$ cat src/rtl/alu_pkg.sv
// rtl/alu_pkg.sv - shared ALU constants, flag indices and sequencer state encoding
package alu_pkg;

    // Flag nibble bit positions: [3]=N [2]=Z [1]=C [0]=V
    localparam int FLAG_N = 3;
    localparam int FLAG_Z = 2;
    localparam int FLAG_C = 1;
    localparam int FLAG_V = 0;

    localparam int DEFAULT_DATA_W = 32;

    typedef enum logic [1:0] {
        IDLE  = 2'd0,
        SHIFT = 2'd1,
        DONE  = 2'd2
    } seq_state_e;

endpackage

$ cat src/rtl/alu_flag_gen.sv
// rtl/alu_flag_gen.sv - NZCV flag update shared by the ALU shift and add units
//
// Ports:
//   result   in  DATA_W  value the flags are derived from
//   carry    in  1       carry produced by the operation
//   flag_in  in  4       incoming flags, [3]=N [2]=Z [1]=C [0]=V
//   s        in  1       1 = update flags from result, 0 = pass flag_in through
//   c_valid  in  1       1 = operation produced a carry, 0 = keep flag_in C
//   new_flag out 4       resulting flags, same bit order as flag_in
module alu_flag_gen
    import alu_pkg::*;
#(
    parameter int DATA_W = DEFAULT_DATA_W
) (
    input  logic [DATA_W-1:0] result,
    input  logic              carry,
    input  logic [3:0]        flag_in,
    input  logic              s,
    input  logic              c_valid,
    output logic [3:0]        new_flag
);

    always_comb begin
        new_flag = flag_in;
        if (s) begin
            new_flag[FLAG_N] = result[DATA_W-1];
            new_flag[FLAG_Z] = (result == '0);
            new_flag[FLAG_C] = c_valid ? carry : flag_in[FLAG_C];
            new_flag[FLAG_V] = flag_in[FLAG_V];
        end
    end

endmodule

$ cat src/rtl/lsl_seq.sv
// rtl/lsl_seq.sv - iterative logical shift left, one bit per clock, with NZCV flags
//
// Ports:
//   clk      in  1       system clock, rising edge
//   rst_n    in  1       synchronous active-low reset
//   start    in  1       request, accepted only in IDLE
//   in1      in  DATA_W  operand, latched on accept
//   in2      in  SHW     unsigned shift amount, latched on accept
//   flag_in  in  4       current flags, latched on accept
//   s        in  1       flag update select, latched on accept
//   busy     out 1       high whenever state != IDLE
//   done     out 1       one-cycle completion pulse
//   result   out DATA_W  shifted value, held until next completion
//   new_flag out 4       output flags, held until next completion
module lsl_seq
    import alu_pkg::*;
#(
    parameter int DATA_W = DEFAULT_DATA_W,
    parameter int SHW    = 4
) (
    input  logic              clk,
    input  logic              rst_n,
    input  logic              start,
    input  logic [DATA_W-1:0] in1,
    input  logic [SHW-1:0]    in2,
    input  logic [3:0]        flag_in,
    input  logic              s,
    output logic              busy,
    output logic              done,
    output logic [DATA_W-1:0] result,
    output logic [3:0]        new_flag
);

    seq_state_e        state_q,    state_d;
    logic [DATA_W-1:0] acc_q,      acc_d;
    logic [SHW-1:0]    cnt_q,      cnt_d;
    logic              carry_q,    carry_d;
    logic [3:0]        flag_q,     flag_d;
    logic              s_q,        s_d;
    logic              c_valid_q,  c_valid_d;
    logic [DATA_W-1:0] result_q,   result_d;
    logic [3:0]        new_flag_q, new_flag_d;
    logic              done_q,     done_d;

    logic [3:0]        flag_gen_out;

    alu_flag_gen #(
        .DATA_W (DATA_W)
    ) u_flag_gen (
        .result   (acc_q),
        .carry    (carry_q),
        .flag_in  (flag_q),
        .s        (s_q),
        .c_valid  (c_valid_q),
        .new_flag (flag_gen_out)
    );

    always_comb begin
        state_d    = state_q;
        acc_d      = acc_q;
        cnt_d      = cnt_q;
        carry_d    = carry_q;
        flag_d     = flag_q;
        s_d        = s_q;
        c_valid_d  = c_valid_q;
        result_d   = result_q;
        new_flag_d = new_flag_q;
        done_d     = 1'b0;

        case (state_q)
            IDLE: begin
                if (start) begin
                    acc_d     = in1;
                    cnt_d     = in2;
                    flag_d    = flag_in;
                    s_d       = s;
                    // A zero-length shift shifts nothing out, so C keeps its old value.
                    carry_d   = flag_in[FLAG_C];
                    c_valid_d = (in2 != '0);
                    state_d   = (in2 != '0) ? SHIFT : DONE;
                end
            end
            SHIFT: begin
                carry_d = acc_q[DATA_W-1];
                acc_d   = acc_q << 1;
                cnt_d   = cnt_q - 1'b1;
                if (cnt_q == SHW'(1)) begin
                    state_d = DONE;
                end
            end
            DONE: begin
                result_d   = acc_q;
                new_flag_d = flag_gen_out;
                done_d     = 1'b1;
                state_d    = IDLE;
            end
            default: begin
                state_d = IDLE;
            end
        endcase
    end

    always_ff @(posedge clk) begin
        if (!rst_n) begin
            state_q    <= IDLE;
            acc_q      <= '0;
            cnt_q      <= '0;
            carry_q    <= 1'b0;
            flag_q     <= 4'b0;
            s_q        <= 1'b0;
            c_valid_q  <= 1'b0;
            result_q   <= '0;
            new_flag_q <= 4'b0;
            done_q     <= 1'b0;
        end else begin
            state_q    <= state_d;
            acc_q      <= acc_d;
            cnt_q      <= cnt_d;
            carry_q    <= carry_d;
            flag_q     <= flag_d;
            s_q        <= s_d;
            c_valid_q  <= c_valid_d;
            result_q   <= result_d;
            new_flag_q <= new_flag_d;
            done_q     <= done_d;
        end
    end

    assign busy     = (state_q != IDLE);
    assign done     = done_q;
    assign result   = result_q;
    assign new_flag = new_flag_q;

endmodule
$ cat config.mk
export PLATFORM = sky130hd
export DESIGN_NAME = lsl_seq
export DESIGN_NICKNAME = d
export VERILOG_FILES = /design/src/rtl/alu_pkg.sv /design/src/rtl/alu_flag_gen.sv /design/src/rtl/lsl_seq.sv
export SDC_FILE = /design/constraint.sdc
export NUM_CORES = 1
export LEC_CHECK = 0
export BUFFER_PORTS_ARGS = -buffer_cell sky130_fd_sc_hd__buf_4
export CELL_PAD_IN_SITES_DETAIL_PLACEMENT = 2
export CELL_PAD_IN_SITES_GLOBAL_PLACEMENT = 2
export CORE_MARGIN = 5
export CORE_UTILIZATION = 32
export DETAILED_ROUTE_END_ITERATION = 10
export GPL_TIMING_DRIVEN = 0
export PLACE_DENSITY_LB_ADDON = 0.1
export SLEW_MARGIN = 20
export SYNTH_ARGS = -nofsm -noshare
export SYNTH_HDL_FRONTEND = slang
export SYNTH_HIERARCHICAL = 1
export SYNTH_SLANG_ARGS = --single-unit
$ cat constraint.sdc
create_clock -name clk -period 2.5 [get_ports clk]
set_clock_uncertainty 0.1 [all_clocks]
set_input_delay 0.375 -clock clk [delete_from_list [all_inputs] [get_ports clk]]
set_output_delay 0.375 -clock clk [all_outputs]
set_load 0.01 [all_outputs]
; ---- Word level (Yosys, flattened, before mapping)
; Index checks and enable logic that the tools add are counted.
[classes]
eq_ne = 5
bitwise = 0
shift = 0
order_cmp = 0
add_sub_neg = 1
n_mux = 13
n_mul = 0
n_reduce_logical = 8
div = 0
[op_table]
columns = operator, n
row1 = 32-bit case mux with 2 select lines, 1
row2 = 32-bit logical NOT, 1
row3 = 32-bit 2-to-1 mux, 1
row4 = 4-bit 2-to-1 mux, 2
row5 = 4-bit case mux with 2 select lines, 1
row6 = 2-bit 2-to-1 mux, 3
row7 = 2-bit AND reduction, 3
row8 = 4-bit by 1-bit equality test with 1-bit output (second input constant), 1
row9 = 2-bit inequality test (second input constant), 2
row10 = 2-bit case mux with 2 select lines, 1
row11 = 2-bit nonzero test, 2
row12 = 4-bit nonzero test, 1
row13 = 4-bit by 1-bit subtractor with 4-bit output (second input constant), 1
row14 = 1-bit 2-to-1 mux, 3
row15 = 2-bit by 1-bit equality test with 1-bit output (second input constant), 1
row16 = 2-bit equality test (second input constant), 1
row17 = 2-bit logical NOT, 1
row18 = 1-bit case mux with 2 select lines, 1
[totals]
reg_bits = 82
romBits = 0
mem_bits_rw = 0
output_inout_bits = 38
memories = 0
elab_cells = 37
latch_bits = 0
inputBits = 44

; ---- Longest topological paths before layout
[depth]
word_depth = 4
mapped_depth = 6
ltp_nobuf = 5

; ---- By module
; The synthesis kept the hierarchy.
[modules_own_cells]
columns = module, n_inst, seq_area_each_um2, cells_per_inst, area_per_inst_um2
row1 = lsl_seq, 1, 1641.6, 412, 3229.3
row2 = alu_flag_gen, 1, 0.0, 17, 142.6

; ---- Least setup slack after synthesis
; Ideal clock, no wire load.
[synth_path]
path_type = flip-flop to flip-flop
from = register state_q[1]
to = register cnt_q[3]
arrival_time_ps = 1106
path_buffers = 2
setup_ps = 124
required_time_ps = 2276
path_stages_with_launch = 6
setup_slack_ps = 1171
synth_period_minus_slack_ps = 1329
path_cell_list = dfxtp_1 > buf_6 > or3b_1 > buf_6 > o211ai_1 > a31oi_1
[synth_between]
elab_chain_cells = 3
word_cells_on_any_way = 6
classes_between = eq/ne: 2 / mux: 1 / reduce/logical: 3
[synth_rtl]
columns = element, line
row1 = start: declaration, lsl_seq.sv:34  ; seq_state_e state_q, state_d;
row2 = start signal: assignment, lsl_seq.sv:116  ; state_q <= state_d;
row3 = 2-bit by 1-bit equality test with 1-bit output / 2-bit logical NOT (equally long branches), lsl_seq.sv:70  ; case (state_q)
row4 = 2-bit nonzero test (no source line) / 2-bit inequality test (equally long branches), n/a
row5 = 2-bit AND reduction (no source line), n/a
row6 = end signal: assignment, lsl_seq.sv:118  ; cnt_q <= cnt_d;
row7 = end: declaration, lsl_seq.sv:36  ; logic [SHW-1:0] cnt_q, cnt_d;
; Several ways; a longest one is shown, not always the timed one.
; A chain may end at the register's enable or synchronous reset.

; ---- Final worst setup path
[layout_path]
from = register state_q[0]
to = output busy
[layout_between]
elab_chain_cells = 1
[layout_rtl]
columns = element, line
row1 = 2-bit nonzero test, lsl_seq.sv:129  ; assign busy = (state_q != IDLE);
row2 = end: declaration, lsl_seq.sv:28  ; output logic busy,
; No other way between the ends.

==> flow_summary.ini <==
[outcome]
status = finished clean

[setup_path]
critical_path_arrival_ns = 1.27
crit_slowest_cell = dfxtp_1
crit_buf_inv = 2
worstSetupPathType = flop to output port
crit_start = state_q[0]
crit_family = flip-flops
r2r-start = acc_q[23]
path_max_fanout = 10
required_ns = 2.03
crit_path_start_kind = flop
path_cells = buf_6 > or2_2 > buf_4
worst_setup_path_end_kind = output port
max_stage_delay_ns = 0.35

[sta]
fmax_mhz = 574
setup_viol = 0
maxSlewViolCount = 0
period_minus_slack_ns = 1.74
whs_ns = 0.176
timing.slew.headroom_pct = 59.5
hold_violations = 0
worstMarginPinSlew_ns = 0.607
period_share_pct = 69.7
rsz0062_at_grt = no
fin_setup_tns_ns = 0

[clock_tree]
tritoncts = done
clock_latency_ns = 0.36
postCtsSetupBuffers = 0
clock_sinks = 82
cts_max_level = 3
cts.reportedPaths.clkPinSlew_ns = 0.08
root_buffer = clkbuf_8
clockBufferDepth = 2
cts_made_buffers = 9
cts_resized = 0
cts_hold_buf = 0

[synth]
yosysTopAreaCell = dfxtp_1
synth_most_common_cell = nand2_1
netlist_area_sq_um = 3370
yosys.cell_types.count = 36
async_flop_share_pct = 0
netlist_top_cells_count = nand2_1, dfxtp_1, a21oi_1, a31oi_1, o21ai_0
synth_fp_nets = 475
synth_top_area_share_pct = 48.7
synthCells = 429
synth_top_flop_cell = dfxtp_1
ys_seq_area_share_pct = 48.7
syn_area_per_cell_sq_um = 7.86
synth_seq_cells = 82
ys_warn_count = 6
synth_edf_count = 0
yosys-top-cells-area = dfxtp_1, nand2_1, a21oi_1, a31oi_1, o21ai_0

[detailed_routing]
drtIter0Drc = 87
dr.pass1.iters = 4
wl_per_cell_microns = 17.3
routed_via_density = 5.00
wirelength_microns = 11400
vias = 3308
drc = 0
ant_nets = 0

[global_route]
grt_pass1_vias = 3640
antenna_found_initial = 0
grt_util_all_layers_pct = 18.6
grt_pass1_wl_microns = 19100
grt_max_degree = 14
grt-ovfl-total = 0

[run]
max_cap_viol_count = 0

[cells_and_area]
finalNetCount = 567
diodes = 0
final_layout_size_suffix_gt1_share_pct = 25.1
syn2layout_area_growth_pct = 29.2

[placed_design]
dp_hpwl_microns = 8420
io_buffers = 81
gp_congestion = 0.786

[floorplan]
initial_utilization_pct = 32.7
io_pins = 82
core_area_sq_um = 10300
die_h_microns = 113
num_rows = 37
die_area_sq_um = 12700
die_width_microns = 113

[power]
leakage_nw = 1.75
powerDensity_nw_per_um2 = 719
peakVddDrop_mv = 0.236

[min_path]
hold_class = input pin to flop
min_from = flag_in[3]
[worst paths after layout]
kind,endpoint,slack (ns),depth (start not counted)
min,flag_q[3],0.18,3
min reg2reg,result[11],0.36,2
max reg2reg,new_flag[2],0.93,5
max,busy,0.76,3
[worst min-delay path, stage by stage]
cell     delay [ns]
buf_4          0.11
nand2_1        0.05
a21oi_1        0.05
[final cells by class]
class,instances,area [sq um]
clock buffer,9,124
timing repair buffer,81,608
fill,1217,5970
inverter,3,11.3
buffer,36,205
sequential,82,1640
multi-input combinational,308,1510
tap,136,170
clock inverter,6,82.6
[power by group]
group	switching (mW)	leakage (nW)	internal [mW]
registers	0.112	0.672	1.41
logic	0.327	0.978	0.238
clock network	0.490	0.105	0.552
[routing by layer]
layer | up-vias | routed length [microns] | track usage [%]
met2 | 58 | 5470 | 31.0
met1 | 1598 | 5500 | 24.9
met3 | 13 | 329 | 2.75
met5 | - | 0 | 0
met4 | 0 | 134 | 5.05
li1 | 1639 | - | -
[state kept, by name, summed over array words and instances, names as in the netlist]
register,flops
s_q,1
result,32
state_q,2
carry_q,1
c_valid_q,1
flag_q,4
acc_q,32
new_flag,4
cnt_q,4
done,1
[logic make-up after synthesis]
| family | Yosys count | share of synthesized area [%] |
|---|---|---|
| buf+inv | 39 | 6.42 |
| mux | 2 | 0.668 |
| flops | 82 | 48.7 |
| compound gates | 119 | 19.8 |
| simple gates | 185 | 23.7 |
| fa+ha+maj | 2 | 0.742 |
[stage by stage]
stage	cell area, sq um	power, mW	utilization (%)	setup WS (ns)	cells
global route	4360	3.30	42.2	0.711	661
CTS	4360	3.17	42.2	0.738	661
detailed placement	4150	2.12	40.2	0.784	646
finish	4360	3.13	42.2	0.757	661
floorplan	3370	1.87	-	1.17	429
global placement	4150	2.10	40.2	0.847	646
[placed cells by master, fill, tap and decap left out, types with 2 or more instances in the layout]
master     count
bufinv_16      2
clkbuf_8       9
nor2b_1        3
nor2_1         6
buf_2         17
nand2b_1       4
dfxtp_1       82
a31oi_1       33
clkbuf_1       9
nand2_1      150
ha_1           2
nor4_1         7
nand3_1        3
mux2_2         2
or3_1          3
o21ai_0       19
buf_4         88
clkinv_2       3
inv_1          2
o21ai_1       12
buf_6          3
a21oi_1       47
nand4_1        2
Note: power is estimated with default switching activity, not from simulation.
